File: config.mk
export PLATFORM = sky130hd
export DESIGN_NAME = ps2_key_buffer
export DESIGN_NICKNAME = d
export VERILOG_FILES = /design/src/rtl/ps2_pkg.sv /design/src/rtl/ps2_rx_frame.sv /design/src/rtl/ps2_key_buffer.sv
export SDC_FILE = /design/constraint.sdc
export NUM_CORES = 1
export LEC_CHECK = 0
export CELL_PAD_IN_SITES_DETAIL_PLACEMENT = 1
export CELL_PAD_IN_SITES_GLOBAL_PLACEMENT = 1
export CORE_UTILIZATION = 41
export DETAILED_ROUTE_END_ITERATION = 10
export GPL_TIMING_DRIVEN = 0
export PLACE_DENSITY_LB_ADDON = 0.1
export REMOVE_ABC_BUFFERS = 1
export SETUP_SLACK_MARGIN = 0.4
export SLEW_MARGIN = 10
export SYNTH_ARGS = -nofsm -noshare
export SYNTH_HDL_FRONTEND = slang
export SYNTH_HIERARCHICAL = 1
export SYNTH_SLANG_ARGS = --single-unit
File: constraint.sdc
create_clock -name clock -period 2.51 [get_ports clock]
set_input_delay 0.502 -clock clock [delete_from_list [all_inputs] [get_ports clock]]
set_output_delay 0.502 -clock clock [all_outputs]
set_load 0.02 [all_outputs]
File: src/rtl/ps2_pkg.sv
// ps2_pkg: shared receiver state encoding and PS/2 protocol constants.
package ps2_pkg;

  // Receiver states; the localparam copies keep the FSM code in plain logic vectors.
  typedef enum logic [1:0] {IDLE, DATA, PARITY, STOP} ps2_state_e;

  localparam logic [1:0] ST_IDLE   = 2'(IDLE);
  localparam logic [1:0] ST_DATA   = 2'(DATA);
  localparam logic [1:0] ST_PARITY = 2'(PARITY);
  localparam logic [1:0] ST_STOP   = 2'(STOP);

  localparam logic [7:0] PS2_BREAK_CODE = 8'hF0;
  localparam logic [7:0] PS2_EXT_CODE   = 8'hE0;
  localparam int         PS2_FRAME_BITS = 11;

endpackage

File: src/rtl/ps2_rx_frame.sv
// ps2_rx_frame: synchronises the raw PS/2 pair, detects falling clock edges,
// decodes 11-bit frames (start, 8 data LSB first, odd parity, stop) and
// aborts stalled frames with a watchdog. Emits one-cycle byte_valid/byte_err.
module ps2_rx_frame
  import ps2_pkg::*;
#(
  parameter int SYNC_STAGES    = 2,
  parameter int TIMEOUT_CYCLES = 50000
) (
  input  logic       clock,
  input  logic       resetn,
  input  logic       ps2_clock,
  input  logic       ps2_data,
  input  logic       clear,
  output logic       byte_valid,
  output logic [7:0] rx_byte,
  output logic       byte_err
);

  localparam int WD_W = $clog2(TIMEOUT_CYCLES + 1);
  localparam logic [WD_W-1:0] WD_LAST = WD_W'(TIMEOUT_CYCLES - 1);

  logic [SYNC_STAGES-1:0] clk_sync_reg;
  logic [SYNC_STAGES-1:0] data_sync_reg;
  logic                   clk_prev_reg;
  logic                   clk_s;
  logic                   data_s;
  logic                   fall;

  logic [1:0]      state_reg;
  logic [2:0]      bit_cnt_reg;
  logic [7:0]      shift_reg;
  logic            parity_reg;
  logic [WD_W-1:0] wd_reg;
  logic            byte_valid_reg;
  logic            byte_err_reg;

  // Synchroniser chains idle high like the PS/2 bus; one extra flop for edge detect.
  always_ff @(posedge clock or negedge resetn) begin
    if (!resetn) begin
      clk_sync_reg  <= '1;
      data_sync_reg <= '1;
      clk_prev_reg  <= 1'b1;
    end else begin
      clk_sync_reg  <= {clk_sync_reg[SYNC_STAGES-2:0], ps2_clock};
      data_sync_reg <= {data_sync_reg[SYNC_STAGES-2:0], ps2_data};
      clk_prev_reg  <= clk_s;
    end
  end

  assign clk_s  = clk_sync_reg[SYNC_STAGES-1];
  assign data_s = data_sync_reg[SYNC_STAGES-1];
  assign fall   = clk_prev_reg & ~clk_s;

  // Frame FSM advancing once per falling edge, with a watchdog for stalled frames.
  always_ff @(posedge clock or negedge resetn) begin
    if (!resetn) begin
      state_reg      <= ST_IDLE;
      bit_cnt_reg    <= 3'd0;
      shift_reg      <= 8'd0;
      parity_reg     <= 1'b0;
      wd_reg         <= '0;
      byte_valid_reg <= 1'b0;
      byte_err_reg   <= 1'b0;
    end else begin
      byte_valid_reg <= 1'b0;
      byte_err_reg   <= 1'b0;
      if (clear) begin
        state_reg   <= ST_IDLE;
        bit_cnt_reg <= 3'd0;
        wd_reg      <= '0;
      end else if (fall) begin
        wd_reg <= '0;
        case (state_reg)
          ST_IDLE: begin
            // A high start bit is line noise: stay idle without flagging it.
            if (!data_s) begin
              state_reg   <= ST_DATA;
              bit_cnt_reg <= 3'd0;
            end
          end
          ST_DATA: begin
            shift_reg   <= {data_s, shift_reg[7:1]};
            bit_cnt_reg <= bit_cnt_reg + 3'd1;
            if (bit_cnt_reg == 3'd7) state_reg <= ST_PARITY;
          end
          ST_PARITY: begin
            parity_reg <= data_s;
            state_reg  <= ST_STOP;
          end
          ST_STOP: begin
            state_reg <= ST_IDLE;
            if (data_s && ((^shift_reg) ^ parity_reg)) byte_valid_reg <= 1'b1;
            else                                       byte_err_reg   <= 1'b1;
          end
          default: state_reg <= ST_IDLE;
        endcase
      end else if (state_reg != ST_IDLE) begin
        if (wd_reg == WD_LAST) begin
          state_reg    <= ST_IDLE;
          wd_reg       <= '0;
          byte_err_reg <= 1'b1;
        end else begin
          wd_reg <= wd_reg + 1'b1;
        end
      end
    end
  end

  assign byte_valid = byte_valid_reg;
  assign byte_err   = byte_err_reg;
  assign rx_byte    = shift_reg;

endmodule

File: src/rtl/ps2_key_buffer.sv
// ps2_key_buffer: PS/2 keystroke capture into a FWFT circular buffer with
// occupancy, sticky overflow/frame-error flags and a synchronous flush.
// Optional macro PS2_BREAK_FILTER_EN: drop 0xF0 and the byte following it.
module ps2_key_buffer
  import ps2_pkg::*;
#(
  parameter int DEPTH          = 16,
  parameter int ADDR_W         = $clog2(DEPTH),
  parameter int SYNC_STAGES    = 2,
  parameter int TIMEOUT_CYCLES = 50000
) (
  input  logic              clock,
  input  logic              resetn,
  input  logic              ps2_clock,
  input  logic              ps2_data,
  input  logic              clear,
  input  logic              rd_en,
  output logic [7:0]        rd_data,
  output logic              empty,
  output logic              full,
  output logic [ADDR_W:0]   count,
  output logic [ADDR_W-1:0] wr_addr,
  output logic              overflow,
  output logic              frame_err
);

  logic       rx_byte_valid;
  logic [7:0] rx_byte;
  logic       rx_byte_err;

  ps2_rx_frame #(
    .SYNC_STAGES   (SYNC_STAGES),
    .TIMEOUT_CYCLES(TIMEOUT_CYCLES)
  ) u_rx (
    .clock     (clock),
    .resetn    (resetn),
    .ps2_clock (ps2_clock),
    .ps2_data  (ps2_data),
    .clear     (clear),
    .byte_valid(rx_byte_valid),
    .rx_byte   (rx_byte),
    .byte_err  (rx_byte_err)
  );

  logic [7:0]        mem [DEPTH];
  logic [ADDR_W-1:0] wr_ptr_reg;
  logic [ADDR_W-1:0] rd_ptr_reg;
  logic [ADDR_W:0]   count_reg;
  logic              overflow_reg;
  logic              frame_err_reg;
  logic              push_req;
  logic              pop;
  logic              push_ok;

`ifdef PS2_BREAK_FILTER_EN
  logic discard_armed_reg;

  // Break prefix arms a one-byte discard; the following good byte disarms it.
  always_ff @(posedge clock or negedge resetn) begin
    if (!resetn)                 discard_armed_reg <= 1'b0;
    else if (clear)              discard_armed_reg <= 1'b0;
    else if (rx_byte_valid) begin
      if (discard_armed_reg)     discard_armed_reg <= 1'b0;
      else if (rx_byte == PS2_BREAK_CODE) discard_armed_reg <= 1'b1;
    end
  end

  assign push_req = rx_byte_valid && !discard_armed_reg && (rx_byte != PS2_BREAK_CODE);
`else
  assign push_req = rx_byte_valid;
`endif

  assign full    = (count_reg == (ADDR_W + 1)'(DEPTH));
  assign empty   = (count_reg == '0);
  assign pop     = rd_en && !empty && !clear;
  assign push_ok = push_req && (!full || pop) && !clear;

  // Storage write port; no reset so it maps onto RAM.
  always_ff @(posedge clock) begin
    if (push_ok) mem[wr_ptr_reg] <= rx_byte;
  end

  // Pointers, occupancy and sticky flags; clear overrides push/pop.
  always_ff @(posedge clock or negedge resetn) begin
    if (!resetn) begin
      wr_ptr_reg    <= '0;
      rd_ptr_reg    <= '0;
      count_reg     <= '0;
      overflow_reg  <= 1'b0;
      frame_err_reg <= 1'b0;
    end else if (clear) begin
      wr_ptr_reg    <= '0;
      rd_ptr_reg    <= '0;
      count_reg     <= '0;
      overflow_reg  <= 1'b0;
      frame_err_reg <= 1'b0;
    end else begin
      if (push_ok) wr_ptr_reg <= wr_ptr_reg + 1'b1;
      if (pop)     rd_ptr_reg <= rd_ptr_reg + 1'b1;
      if (push_ok && !pop)      count_reg <= count_reg + 1'b1;
      else if (pop && !push_ok) count_reg <= count_reg - 1'b1;
      if (push_req && full && !pop) overflow_reg  <= 1'b1;
      if (rx_byte_err)              frame_err_reg <= 1'b1;
    end
  end

  assign rd_data   = empty ? 8'd0 : mem[rd_ptr_reg];
  assign count     = count_reg;
  assign wr_addr   = wr_ptr_reg;
  assign overflow  = overflow_reg;
  assign frame_err = frame_err_reg;

endmodule

# Yosys cells after proc, flatten, opt, wreduce, memory -nomap -nowiden
# Memory sizes are Yosys's and may differ from the RTL's.
# Index checks and enable logic that the tools add are counted.
[totals] reg_bits=52 ramBits=128 inputBits=6 output_inout_bits=21 wordCells=106 memories=1
[op_classes] add_sub_neg=6 eq_ne=9 n_mux=39 bitwise_logic=4 n_reduce_logical=32
[mem_list] memory="mem" words=16 word_bits=8 read_ports=1 rd_ports_with_merged_regs=0 wr=1 line="ps2_key_buffer.sv:45" source="logic [7:0] mem [DEPTH];"
[op_table] operator="16-bit 2-to-1 mux" count=4
[op_table] operator="16-bit by 1-bit adder with 16-bit output, second input constant" count=1
[op_table] operator="16-bit == test, second input constant" count=1
[op_table] operator="1-bit 2-to-1 mux" count=16
[op_table] operator="4-bit 2-to-1 mux" count=4
[op_table] operator="5-bit 2-to-1 mux" count=3
[op_table] operator="2-bit 2-to-1 mux" count=6
[op_table] operator="2-bit nonzero test" count=6
[op_table] operator="3-bit nonzero test" count=4
[op_table] operator="1-bit logical AND" count=9
[op_table] operator="3-bit 2-to-1 mux" count=3
[op_table] operator="3-bit AND reduction" count=3
[op_table] operator="4-bit by 1-bit adder with 4-bit output, second input constant" count=2
[op_table] operator="8-bit 2-to-1 mux" count=1
[op_table] operator="4-bit inequality test, second input constant" count=2
[op_table] operator="2-bit case mux with 4 select lines" count=1
[op_table] operator="8-bit XOR reduction" count=1
[op_table] operator="3-bit case mux with 2 select lines" count=1
[op_table] operator="5-bit by 1-bit adder with 5-bit output, second input constant" count=1
[op_table] operator="5-bit == test, second input constant" count=1
[op_table] operator="1-bit zero test" count=5
[op_table] operator="5-bit zero test" count=1
[op_table] operator="5-bit by 1-bit subtractor with 5-bit output, second input constant" count=1
[op_table] operator="2-bit == test, second input constant" count=2
[op_table] operator="10 further kinds" count=11

# Longest topological paths before layout
[depth] depth_word=12 depth_mapped=9 mapped_depth_nobuf=8

# Modules after synthesis
# Netlist, hierarchy kept.
[modules_own_cells] mod="ps2_key_buffer" n_inst=1 cells_per_inst=328 area_per_inst_um2=5983.2 seq_area_each_um2=4219.0
[modules_own_cells] mod="ps2_rx_frame" n_inst=1 cells_per_inst=167 area_per_inst_um2=1821.7 seq_area_each_um2=932.1

# Least setup slack after synthesis
# Ideal clock, no wire load.
[synth_path] path_kind="flip-flop to flip-flop" from="register count_reg[1] (netlist: count[1])" to="register count_reg[4] (netlist: count[4])" setup_ns=0.133 t_arrival_ns=2.728 required_ns=2.377 path_slack_ns=-0.352 path_stages_with_launch=10 path_buffers=1 period_less_slack_ns=2.862 cell_sequence="dfrtp_1 -> or4_1 -> buf_2 -> o21ai_2 -> nand3b_1 -> fa_1 -> a211o_1 -> o21a_1 -> o211ai_1 -> a31oi_1"
[synth_between] elab_chain_cells=10 elab_cells_between_ends=19 cone_classes="add/sub: 2; eq/ne: 1; mux: 3; reduce/logical: 13"
[synth_rtl] item="start: declaration" line="ps2_key_buffer.sv:48" source="logic [ADDR_W:0] count_reg;"
[synth_rtl] item="start signal: assignment" line="ps2_key_buffer.sv:100" source="if (push_ok && !pop) count_reg <= count_reg + 1'b1;"
[synth_rtl] item="start signal: assignment" line="ps2_key_buffer.sv:101" source="else if (pop && !push_ok) count_reg <= count_reg - 1'b1;"
[synth_rtl] item="branches (longest 10 deep; another with 5-bit by 1-bit subtractor with 5-bit output)"
# Several ways; the timed one is not identified. The select of a mux whose other input is x is not followed.
# A chain may end at the register's enable or synchronous reset.

# Worst setup path in the final report
[layout_path] from="register rd_ptr_reg[1]" to="output rd_data[4]"
[layout_between] elab_chain_cells=2
[layout_rtl] item="start: declaration" line="ps2_key_buffer.sv:47" source="logic [ADDR_W-1:0] rd_ptr_reg;"
[layout_rtl] item="start signal: assignment" line="ps2_key_buffer.sv:99" source="if (pop) rd_ptr_reg <= rd_ptr_reg + 1'b1;"
[layout_rtl] item="memory 16 x 8 bit"
[layout_rtl] item="8-bit 2-to-1 mux" line="ps2_key_buffer.sv:107" source="assign rd_data = empty ? 8'd0 : mem[rd_ptr_reg];"
[layout_rtl] item="end: declaration" line="ps2_key_buffer.sv:18" source="output logic [7:0] rd_data,"
# Every way passes these cells.

==> impl_results.md <==
- Type of the worst min-delay path: in -> async
- Netlist cell types: 59
- Number of clock sinks: 180
- Die height: 140.0 µm
- First-pass GRT wire length: 27.52 mm
- Post-DP Area: 8313 µm²
- Initial antenna violation count: 0
- Drt total wl: 17.62 mm
- Status: finished, violations left
- Pint: 0.005734 W
- Seq/Total Area, Yosys: 0.6600
- Post-DR vias/cell: 5.408
- Final Max Tran Viols: 0
- Leakage: 3.485 nW
- Fin cells: 809
- CP Launch Type: flip-flop
- Crit path cell chain: clkbuf_16, mux4_2, nor2b_1, a211oi_2, a211oi_2, buf_4
- Max_slew headroom: 0.3938
- # diodes: 0
- EDFF count, synth: 128
- Final net count: 585
- Setup Skew: 7.441 ps
- I/O pin cnt: 27
- Worst skew pair latency: 430 ps
- Crit path top cell by count: a211oi_2
- Dpl hpwl: ~10 mm
- Cell with the most instances after synthesis: edfxtp_1
- Switching Power: 0.002260 W
- H-tree depth: 4
- Area Overhead vs Synth: 22.35%
- Chip Width: 140.0 µm
- Setup CP Type: reg -> out
- WP buf/inv: 2
- Reg clk slew, reported paths: 70 ps
- Final hold vios: 0
- Part of the power in registers: 0.424
- CP max FO: 5
- Final RePlAce weighted congestion: 0.7690
- TritonRoute pass-1 iters: 4
- Post-synth ARST share: 0.2889
- Filler cells: 1,777
- Final worst-path cycle share: 1.116
- Number of flip-flops in the largest register: 128
- Synth warnings: 6
- Busiest grt layer: met2
- Root Buffer: clkbuf_16
- Slowest Stage Delay on Critical Path: around 490 ps
- Area contributors post-synth: edfxtp_1 (49%), dfrtp_1 (15%), mux4_2 (9.2%)
- M1 GR Usage: 0.2544
- Routed wire length per instance: 21.78 µm
- Synth cell count leaders: edfxtp_1 (128), nor2_1 (48), dfrtp_1 (47)
- Failing checks: negative setup slack
- Synth Instances: 495
- Cell Area, Synth: roughly 8000 µm²
- WP data arrival: 2300 ps
- Met3 Use GR: 0.04342
- # rows: 50
- CP delay by family, top: flip-flops
- RSZ-0062 raised after global routing: yes
- Combinational power share: 0.258
- Synthesized area per cell: between 15 and 20 µm²
- Antenna Nets Post-Route: 0
- Total number of vias: approximately 4,400
- Hold_buf cts: 0
- P per Cell Area: roughly 840 nW/µm²
- Design Area, Final: 9549 µm²
- Fin crit period: roughly 2800 ps
- Core Area: 18,710 µm²
- Req. time, crit path: about 2000 ps
- CTS tree: built
- Iteration-0 DRC Markers: 220
- CTS Buf Count: 17
- DRC viols: 0
- Post-synth top area share: 0.4925
- Vias in the first global route: 4,842
- Leading area contributor after synthesis: edfxtp_1
- Power share of the clock group: 0.318
- Main synth FF type: edfxtp_1
- Flops & latches, synth: 180
- Worst setup margin: -291.6 ps
- Max-cap violation count: 0
- Final core occ: 0.5105
- GR Util met2: 0.3171
- Largest net degree at the start of global routing: 29
- Layout cells sized above 1: 0.3513
- Slowest cell on crit path: dfrtp_4
- Highest attainable clock frequency: 0.3569 GHz
- GR Util All Layers: 0.1913
- Post-layout total power: 0.007994 W
- Switching portion of total power: 0.2827
- Critical Path End Type: output port
- Starting Density: 0.4173
- PortBufs: 26
- Clock Path Buffers: 2
- Hold_ws: 83.87 ps
- Worst vdd ir: slightly above 0.0005 V
- Final Setup Violations: 10
- Total gr overflow: 0
- Die area: 19,590 µm²
- Cells after DPL: around 740
- Worst-margin pin slew: 909.3 ps
-- repair_timing --
action                                  in CTS  in global routing
gates resized for setup                    116                 30
buffers inserted                            28                 10
endpoints found under the setup margin     179                 92
pin swaps                                   12                 21
cloned                                       1                  1
-- stage by stage --
stage / worst slack, ps / TNS, ps
6_report: -291.6 / -2249
5_1_grt: -362.5 / -3020
4_1_cts: -302.7 / -2332
3_5_place_dp: -1747 / -182660
3_3_place_gp: -1718 / -217920
2_1_floorplan: -381.8 / -3629
-- path summary, 6_finish.rpt --
check	from	to	slack [ps]	cells past startpoint
worst max-delay path	rd_ptr_reg[1]	rd_data[4]	-290	6
worst min-delay path	resetn	u_rx/wd_reg[13]	80	1
worst max register to register	count[1]	count[4]	-160	8
worst min register to register	u_rx/clk_sync_reg[0]	u_rx/clk_sync_reg[1]	360	0
max in group asynchronous	resetn	u_rx/data_sync_reg[1]	1790	2
min in group clock	u_rx/clk_sync_reg[0]	u_rx/clk_sync_reg[1]	360	0
-- placed cells by master, fill, tap and decap left out, types with 7 or more instances in the layout --
master           netlist  layout
dfrtp_1               47      35
mux2_2                10      10
nor2_4                 0      14
buf_4                  4      31
mux2i_1               11       9
xnor2_1               10       9
mux4_2                32      32
edfxtp_1             128     128
a211oi_2               0       9
buf_6                  1       8
buf_2                  8       7
inv_1                 12      12
nor2b_1               10       8
xor2_1                15      15
clkbuf_16              0      18
clkdlybuf4s50_1        0       8
nand2_1               27      25
dfrtp_2                0       9
ha_1                  16      13
a211oi_1              17       8
nand3_1               11      10
o21ai_0                7       7
nor2_1                48      31
-- routing by layer --
layer | share of wire | wire length, µm | vias to the layer above
met4 | 0.0086 | 152 | 0
li1 | - | - | 2010
met2 | 0.50 | 8853 | 58
met5 | 0 | 0 | -
met1 | 0.46 | 8174 | 2290
met3 | 0.025 | 438 | 17
-- power groups by stage --
stage | clock network, W | logic (W) | registers (W)
6_report | 0.00254 | 0.00206 | 0.00339
5_1_grt | 0.00269 | 0.00221 | 0.00339
4_1_cts | 0.00260 | 0.00188 | 0.00337
3_5_place_dp | 0 | 0.00132 | 0.00353
3_3_place_gp | 0 | 0.00116 | 0.00362
2_1_floorplan | 0 | 0.000760 | 0.00356
-- final cells by class --
cell class / count / area (µm²) / share of cell area
tap: 234 / 292.8 / 0.03066
inverter: 12 / 45.04 / 0.004717
timing repair buffer: 69 / 694.4 / 0.07272
clock inverter: 14 / 128.9 / 0.01350
clock buffer: 18 / 429.2 / 0.04494
multi-input combinational: 282 / 2785 / 0.2917
sequential: 180 / 5174 / 0.5418
-- kinds of logic after synthesis --
| kind of cell | count (synthesis) | synth area share |
|---|---|---|
| mux | 56 | 0.1252 |
| fa+ha+maj | 17 | 0.02821 |
| simple gates | 129 | 0.08288 |
| buf+inv | 33 | 0.02004 |
| compound gates | 53 | 0.05066 |
| xor+xnor | 27 | 0.03302 |
| flops | 180 | 0.6600 |
(Power assumes the default switching activity.)
